[config.mk]
export PLATFORM = sky130hd
export DESIGN_NAME = fc_layer_sequencer_flat
export DESIGN_NICKNAME = d
export VERILOG_FILES = /design/src/rtl/fc_layer_sequencer_if.sv /design/src/rtl/fc_layer_sequencer.sv /design/src/flat_wrapper.sv
export SDC_FILE = /design/constraint.sdc
export NUM_CORES = 1
export LEC_CHECK = 0
export ABC_CLOCK_PERIOD_IN_PS = 9130
export CORE_ASPECT_RATIO = 0.9
export CORE_MARGIN = 10
export CORE_UTILIZATION = 40
export DETAILED_ROUTE_END_ITERATION = 8
export PLACE_DENSITY_LB_ADDON = 0.3
export SLEW_MARGIN = 10
export SYNTH_ARGS = -nofsm -noshare
export SYNTH_HDL_FRONTEND = slang
export SYNTH_SLANG_ARGS = --single-unit
[constraint.sdc]
create_clock -name clk -period 9.13 [get_ports clk]
set_clock_uncertainty 0.05 [all_clocks]
set_input_delay 1.826 -clock clk [delete_from_list [all_inputs] [get_ports clk]]
set_output_delay 1.826 -clock clk [all_outputs]
set_load 0.02 [all_outputs]
[src/rtl/fc_layer_sequencer_if.sv]
// Parameter-memory read ports (bias, weight, activation) and the result stream
// of one fully-connected layer; master is the sequencer, slave the memories/sink.
interface fc_layer_sequencer_if #(
   parameter int N_IN   = 120,
   parameter int N_OUT  = 84,
   parameter int DATA_W = 16,
   parameter int W_AW   = 14
);
   localparam int OA_W = (N_OUT > 1) ? $clog2(N_OUT) : 1;
   localparam int IA_W = (N_IN > 1) ? $clog2(N_IN) : 1;

   logic              b_rd_en;
   logic [OA_W-1:0]   b_addr;
   logic [DATA_W-1:0] b_data;

   logic              w_rd_en;
   logic [W_AW-1:0]   w_addr;
   logic [DATA_W-1:0] w_data;

   logic              x_rd_en;
   logic [IA_W-1:0]   x_addr;
   logic [DATA_W-1:0] x_data;

   logic              y_valid;
   logic              y_ready;
   logic [OA_W-1:0]   y_addr;
   logic [DATA_W-1:0] y_data;

   modport master (
      output b_rd_en, b_addr, w_rd_en, w_addr, x_rd_en, x_addr,
             y_valid, y_addr, y_data,
      input  b_data, w_data, x_data, y_ready
   );

   modport slave (
      input  b_rd_en, b_addr, w_rd_en, w_addr, x_rd_en, x_addr,
             y_valid, y_addr, y_data,
      output b_data, w_data, x_data, y_ready
   );
endinterface

[src/rtl/fc_layer_sequencer.sv]
// One fully-connected layer: reads bias, weights and activations per neuron,
// accumulates in a wide signed register and streams saturated Q-format results.
module fc_layer_sequencer #(
   parameter int N_IN   = 120,
   parameter int N_OUT  = 84,
   parameter int DATA_W = 16,
   parameter int FRAC   = 8,
   parameter int ACC_W  = 40,
   parameter int W_AW   = 14
) (
   input  logic                 clk,
   input  logic                 rst_n,
   input  logic                 start,
   input  logic                 relu_en,
   output logic                 busy,
   output logic                 done,
   fc_layer_sequencer_if.master bus
);
   localparam int OA_W = (N_OUT > 1) ? $clog2(N_OUT) : 1;
   localparam int IA_W = (N_IN > 1) ? $clog2(N_IN) : 1;
   localparam int P_W  = 2 * DATA_W;

   typedef enum logic [2:0] {
      S_IDLE  = 3'd0,
      S_BIAS  = 3'd1,
      S_MAC   = 3'd2,
      S_DRAIN = 3'd3,
      S_OUT   = 3'd4,
      S_DONE  = 3'd5
   } state_t;

   state_t                  state_q, state_d;
   logic                    relu_q, relu_d;
   logic [OA_W-1:0]         o_q, o_d;
   logic [W_AW-1:0]         w_base_q, w_base_d;
   logic signed [ACC_W-1:0] acc_q, acc_d;
   logic                    busy_q, busy_d;
   logic                    done_q, done_d;
   logic                    b_rd_en_q, b_rd_en_d;
   logic [OA_W-1:0]         b_addr_q, b_addr_d;
   logic                    w_rd_en_q, w_rd_en_d;
   logic [W_AW-1:0]         w_addr_q, w_addr_d;
   logic                    x_rd_en_q, x_rd_en_d;
   logic [IA_W-1:0]         x_addr_q, x_addr_d;
   logic                    y_valid_q, y_valid_d;
   logic [OA_W-1:0]         y_addr_q, y_addr_d;
   logic [DATA_W-1:0]       y_data_q, y_data_d;

   logic signed [P_W-1:0]   w_ext, x_ext, prod;
   logic signed [ACC_W-1:0] prod_ext, bias_ext;
   logic [IA_W-1:0]         i_next;

   // Drop the fraction, clamp to the output word range, then optional ReLU.
   function automatic logic [DATA_W-1:0] shape_result(input logic signed [ACC_W-1:0] a,
                                                      input logic relu);
      logic signed [ACC_W-1:0] r;
      logic [ACC_W-DATA_W:0]   top;
      logic [DATA_W-1:0]       y;
      r   = a >>> FRAC;
      top = r[ACC_W-1:DATA_W-1];
      if ((&top) || !(|top)) begin
         y = r[DATA_W-1:0];
      end else if (r[ACC_W-1]) begin
         y = {1'b1, {(DATA_W-1){1'b0}}};
      end else begin
         y = {1'b0, {(DATA_W-1){1'b1}}};
      end
      if (relu && y[DATA_W-1]) begin
         y = '0;
      end
      return y;
   endfunction

   always_comb begin
      w_ext    = P_W'($signed(bus.w_data));
      x_ext    = P_W'($signed(bus.x_data));
      prod     = w_ext * x_ext;
      prod_ext = ACC_W'(prod);
      bias_ext = ACC_W'($signed(bus.b_data)) <<< FRAC;
      i_next   = x_addr_q + IA_W'(1);

      state_d   = state_q;
      relu_d    = relu_q;
      o_d       = o_q;
      w_base_d  = w_base_q;
      acc_d     = acc_q;
      busy_d    = busy_q;
      done_d    = 1'b0;
      b_rd_en_d = 1'b0;
      b_addr_d  = b_addr_q;
      w_rd_en_d = 1'b0;
      w_addr_d  = w_addr_q;
      x_rd_en_d = 1'b0;
      x_addr_d  = x_addr_q;
      y_valid_d = y_valid_q;
      y_addr_d  = y_addr_q;
      y_data_d  = y_data_q;

      // Outputs are registered, so each transition also sets up the strobes
      // and addresses of the state being entered.
      case (state_q)
         S_IDLE: begin
            busy_d    = 1'b0;
            y_valid_d = 1'b0;
            if (start) begin
               state_d   = S_BIAS;
               relu_d    = relu_en;
               o_d       = '0;
               w_base_d  = '0;
               busy_d    = 1'b1;
               b_rd_en_d = 1'b1;
               b_addr_d  = '0;
            end
         end
         S_BIAS: begin
            state_d   = S_MAC;
            w_rd_en_d = 1'b1;
            x_rd_en_d = 1'b1;
            x_addr_d  = '0;
            w_addr_d  = w_base_q;
         end
         S_MAC: begin
            if (x_addr_q == '0) begin
               acc_d = bias_ext;
            end else begin
               acc_d = acc_q + prod_ext;
            end
            if (x_addr_q == IA_W'(N_IN - 1)) begin
               state_d = S_DRAIN;
            end else begin
               w_rd_en_d = 1'b1;
               x_rd_en_d = 1'b1;
               x_addr_d  = i_next;
               w_addr_d  = w_base_q + W_AW'(i_next);
            end
         end
         S_DRAIN: begin
            acc_d     = acc_q + prod_ext;
            state_d   = S_OUT;
            y_valid_d = 1'b1;
            y_addr_d  = o_q;
            y_data_d  = shape_result(acc_d, relu_q);
         end
         S_OUT: begin
            if (bus.y_ready) begin
               y_valid_d = 1'b0;
               if (o_q == OA_W'(N_OUT - 1)) begin
                  state_d = S_DONE;
                  done_d  = 1'b1;
               end else begin
                  state_d   = S_BIAS;
                  o_d       = o_q + OA_W'(1);
                  w_base_d  = w_base_q + W_AW'(N_IN);
                  b_rd_en_d = 1'b1;
                  b_addr_d  = o_q + OA_W'(1);
               end
            end
         end
         S_DONE: begin
            state_d = S_IDLE;
            busy_d  = 1'b0;
         end
         default: begin
            state_d = S_IDLE;
            busy_d  = 1'b0;
         end
      endcase
   end

   always_ff @(posedge clk) begin
      if (!rst_n) begin
         state_q   <= S_IDLE;
         relu_q    <= 1'b0;
         o_q       <= '0;
         w_base_q  <= '0;
         acc_q     <= '0;
         busy_q    <= 1'b0;
         done_q    <= 1'b0;
         b_rd_en_q <= 1'b0;
         b_addr_q  <= '0;
         w_rd_en_q <= 1'b0;
         w_addr_q  <= '0;
         x_rd_en_q <= 1'b0;
         x_addr_q  <= '0;
         y_valid_q <= 1'b0;
         y_addr_q  <= '0;
         y_data_q  <= '0;
      end else begin
         state_q   <= state_d;
         relu_q    <= relu_d;
         o_q       <= o_d;
         w_base_q  <= w_base_d;
         acc_q     <= acc_d;
         busy_q    <= busy_d;
         done_q    <= done_d;
         b_rd_en_q <= b_rd_en_d;
         b_addr_q  <= b_addr_d;
         w_rd_en_q <= w_rd_en_d;
         w_addr_q  <= w_addr_d;
         x_rd_en_q <= x_rd_en_d;
         x_addr_q  <= x_addr_d;
         y_valid_q <= y_valid_d;
         y_addr_q  <= y_addr_d;
         y_data_q  <= y_data_d;
      end
   end

   assign busy        = busy_q;
   assign done        = done_q;
   assign bus.b_rd_en = b_rd_en_q;
   assign bus.b_addr  = b_addr_q;
   assign bus.w_rd_en = w_rd_en_q;
   assign bus.w_addr  = w_addr_q;
   assign bus.x_rd_en = x_rd_en_q;
   assign bus.x_addr  = x_addr_q;
   assign bus.y_valid = y_valid_q;
   assign bus.y_addr  = y_addr_q;
   assign bus.y_data  = y_data_q;
endmodule

[src/flat_wrapper.sv]
// flat-port wrapper written by rule: the top's interface ports become plain ports
module fc_layer_sequencer_flat 
#(
   parameter int N_IN   = 120,
   parameter int N_OUT  = 84,
   parameter int DATA_W = 16,
   parameter int FRAC   = 8,
   parameter int ACC_W  = 40,
   parameter int W_AW   = 14
)
  (clk, rst_n, start, relu_en, busy, done, bus_b_rd_en, bus_b_addr, bus_w_rd_en, bus_w_addr, bus_x_rd_en, bus_x_addr, bus_y_valid, bus_y_addr, bus_y_data, bus_b_data, bus_w_data, bus_x_data, bus_y_ready);
  fc_layer_sequencer_if #(.N_IN(N_IN), .N_OUT(N_OUT), .DATA_W(DATA_W), .W_AW(W_AW)) bus_i ();
  input  logic clk;
  input  logic rst_n;
  input  logic start;
  input  logic relu_en;
  output logic busy;
  output logic done;
  output wire logic [$bits(bus_i.b_rd_en)-1:0] bus_b_rd_en;
  output wire logic [$bits(bus_i.b_addr)-1:0] bus_b_addr;
  output wire logic [$bits(bus_i.w_rd_en)-1:0] bus_w_rd_en;
  output wire logic [$bits(bus_i.w_addr)-1:0] bus_w_addr;
  output wire logic [$bits(bus_i.x_rd_en)-1:0] bus_x_rd_en;
  output wire logic [$bits(bus_i.x_addr)-1:0] bus_x_addr;
  output wire logic [$bits(bus_i.y_valid)-1:0] bus_y_valid;
  output wire logic [$bits(bus_i.y_addr)-1:0] bus_y_addr;
  output wire logic [$bits(bus_i.y_data)-1:0] bus_y_data;
  input wire logic [$bits(bus_i.b_data)-1:0] bus_b_data;
  input wire logic [$bits(bus_i.w_data)-1:0] bus_w_data;
  input wire logic [$bits(bus_i.x_data)-1:0] bus_x_data;
  input wire logic [$bits(bus_i.y_ready)-1:0] bus_y_ready;
  assign bus_b_rd_en = bus_i.b_rd_en;
  assign bus_b_addr = bus_i.b_addr;
  assign bus_w_rd_en = bus_i.w_rd_en;
  assign bus_w_addr = bus_i.w_addr;
  assign bus_x_rd_en = bus_i.x_rd_en;
  assign bus_x_addr = bus_i.x_addr;
  assign bus_y_valid = bus_i.y_valid;
  assign bus_y_addr = bus_i.y_addr;
  assign bus_y_data = bus_i.y_data;
  assign bus_i.b_data = bus_b_data;
  assign bus_i.w_data = bus_w_data;
  assign bus_i.x_data = bus_x_data;
  assign bus_i.y_ready = bus_y_ready;
  fc_layer_sequencer #(.N_IN(N_IN), .N_OUT(N_OUT), .DATA_W(DATA_W), .FRAC(FRAC), .ACC_W(ACC_W), .W_AW(W_AW)) u_core (.clk(clk), .rst_n(rst_n), .start(start), .relu_en(relu_en), .busy(busy), .done(done), .bus(bus_i));
endmodule
==> impl_metrics.tcl <==
set metrics [dict create \
    clk_path_buf_depth 2 \
    crit_path_end_kind "flop" \
    ios 110 \
    hp-class "flop to flop" \
    synth_top_area_share 0.371 \
    outcome "finished clean" \
    dr_total_vias 13900 \
    synthesis.nets 2517 \
    whs_ps 415 \
    grt_pass1_wl_um 80100 \
    post-synth-top-area-cell "fa_1" \
    drc 0 \
    grt_overflow_total 0 \
    yosys-top-cells-area "fa_1, dfxtp_1, ha_1" \
    routed_wl_um 48100 \
    cts_tree "built" \
    syn_avg_cell_area_um2 8.85 \
    wire_per_inst_um 17.4 \
    critPathMaxStageDelay_ps 620 \
    gp_congestion 0.930 \
    fmax_mhz 113 \
    hpwlAfterDp_um 41300 \
    grt_pass1_vias 14900 \
    holdBufCountCts 0 \
    cts-root-buf "clkbuf_16" \
    finalHoldViolCount 0 \
    antenna_found_initial 0 \
    drtAntennaViolNets 0 \
    dieArea_um2 53300 \
    worstPathRequired_ps 9320 \
    fill_cells 4243 \
    area_delta_synth_final_pct 15.7 \
    fin_crit_ps 8840 \
    slowest_stage "fa_1" \
    setup_viol 0 \
    die_w_um 242 \
    synth_seq_cells 111 \
    insertion_delay_ps 370 \
    grt_max_degree 58 \
    cpMostUsedCell "fa_1" \
    n_antenna_cell 0 \
    worstPathMaxFanout 11 \
    clock-sinks 111 \
    criticalPathCategory "input port to flop" \
    final_area_um2 20600 \
    synth_area_um2 17800 \
    cts_buffers 9 \
    drt_iter0_drc 746 \
    layout-drive-gt1-share 0.0904 \
    cts-htree-levels 3 \
    fin_setup_tns_ps 0 \
    fp-row-count 73 \
    nNetsFinal 2660 \
    postSynth.asyncResetShare 0 \
    start_kind "input port" \
    slew_violations 0 \
    finalCritPeriodShare 0.968 \
    die_h_um 220 \
    clk_pin_slew_worst_paths_ps 80 \
    worst_pin_slew_ps 940 \
    io_buffers 109 \
    ys_seq_area_frac 0.125 \
    final_cell_mix "inv_1, fa_1, nand2_1" \
    yosysUniqueCellTypes 90 \
    finish.utilization 0.467 \
    grt_usage 0.185 \
    viasPerCell 5.06 \
    start_util 0.404 \
    final_common_cell "inv_1" \
    syn_inst 2010 \
    ys.flop_type "dfxtp_1" \
    relSlewSlack 0.371 \
    drv_cap 0 \
    dr.pass1.iters 5 \
    yosysWarnings 0 \
    core_um2 44000 \
    seq_area_um2 2220 \
    multi_input_area_um2 13900 \
    dpl_cell_area_um2 20200 \
    cp.arrival_ps 9030 \
    synth_edf_count 0 \
]
[flip-flops by register name (all words and copies together), names as in the netlist, 3 cells and up]
name	count
u_core.acc_q	40
u_core.bus.y_data	16
u_core.bus.w_addr	14
u_core.w_base_q	11
u_core.bus.x_addr	7
u_core.bus.y_addr	7
u_core.o_q	7
u_core.state_q	3
[kinds of logic (layout without fill, tap and decap cells)]
logic type / count (synthesis) / count (layout) / share of synthesized area
AOI/OAI and AO/OA: 291 / 291 / 0.113
muxes: 4 / 4 / 0.00239
and+or+nand+nor: 629 / 629 / 0.170
buffers and inverters: 457 / 605 / 0.0994
other: 1 / 1 / 0.000211
xor gates and xnor gates: 63 / 63 / 0.0314
adders and majority gates: 454 / 454 / 0.459
DFF: 111 / 111 / 0.125
[final cells by class]
type                            count  share of cell area
Multi-Input combinational cell   1442               0.675
Sequential cell                   111               0.108
Timing Repair Buffer              222              0.0991
Inverter                          367              0.0669
Tap cell                          600              0.0365
Clock buffer                        9              0.0109
Clock inverter                      7             0.00395
[synth_stat cells, types with 3 or more instances]
master and count:
o22ai_1 3, xor2_1 23, o21a_1 6, a21o_1 10, nand3_1 30, a211oi_1 7, a21oi_2 4, nor3_1 10
o21ai_1 10, clkbuf_1 69, a211o_1 3, a311oi_1 20, a31oi_1 8, xnor2_1 39, o21ai_0 56, a21oi_1 91
buf_4 6, or3_1 8, fa_1 330, and2_1 119, and3_1 8, nor3b_1 3, nor4_1 6, nand2b_1 4
nand2_1 265, nand3b_1 4, dfxtp_1 111, a22oi_2 11, nor2_1 126, a2111oi_0 5, o2111ai_1 4, inv_1 366
buf_1 4, and4_1 7, nor2b_1 7, o21bai_1 6, or2_2 3, buf_2 9, a32o_1 5, ha_1 124
o211ai_1 7, nand4_1 10
[worst paths after layout]
kind,end,slack [ps],startpoint,cells after the start
max reg2reg,u_core.bus.y_data[12]$_SDFFE_PN0P_,2980,u_core.acc_q[15]$_SDFFE_PN0P_,21
max,u_core.bus.y_data[6]$_SDFFE_PN0P_,290,bus_x_data[1],26
min,u_core.acc_q[1]$_SDFFE_PN0P_,420,u_core.acc_q[1]$_SDFFE_PN0P_,2
min reg2reg,u_core.acc_q[1]$_SDFFE_PN0P_,420,u_core.acc_q[1]$_SDFFE_PN0P_,2
[per-layer routing]
metal	GRT usage	up-vias	share of wire
met5	0	-	0
li1	-	6606	-
met4	0.0429	0	0.020
met3	0.0265	50	0.042
met1	0.250	7002	0.45
met2	0.311	285	0.48
[worst max-delay path, delay by kind of cell]
kind	cells	cell delay, ps
adders and majority gates	7	3580
buffers and inverters	9	1270
AOI/OAI and AO/OA	5	1060
and+or+nand+nor	5	1310
[repair_timing]
item | CTS | global route
gates resized for setup | 0 | 21
setup buffers | 0 | 2
endpoints found under the setup margin | 0 | 15
[metrics by stage]
stage          worst slack, ps  cells
2_1_floorplan              549   2010
3_3_place_gp             -83.8   2740
3_5_place_dp              -273   2740
4_1_cts                   82.3   2756
5_1_grt                  -35.4   2758
6_report                   291   2758
Power is left out: the tool's default activity adds up to more than one toggle a clock period on the data nets, which glitch-free logic cannot reach.
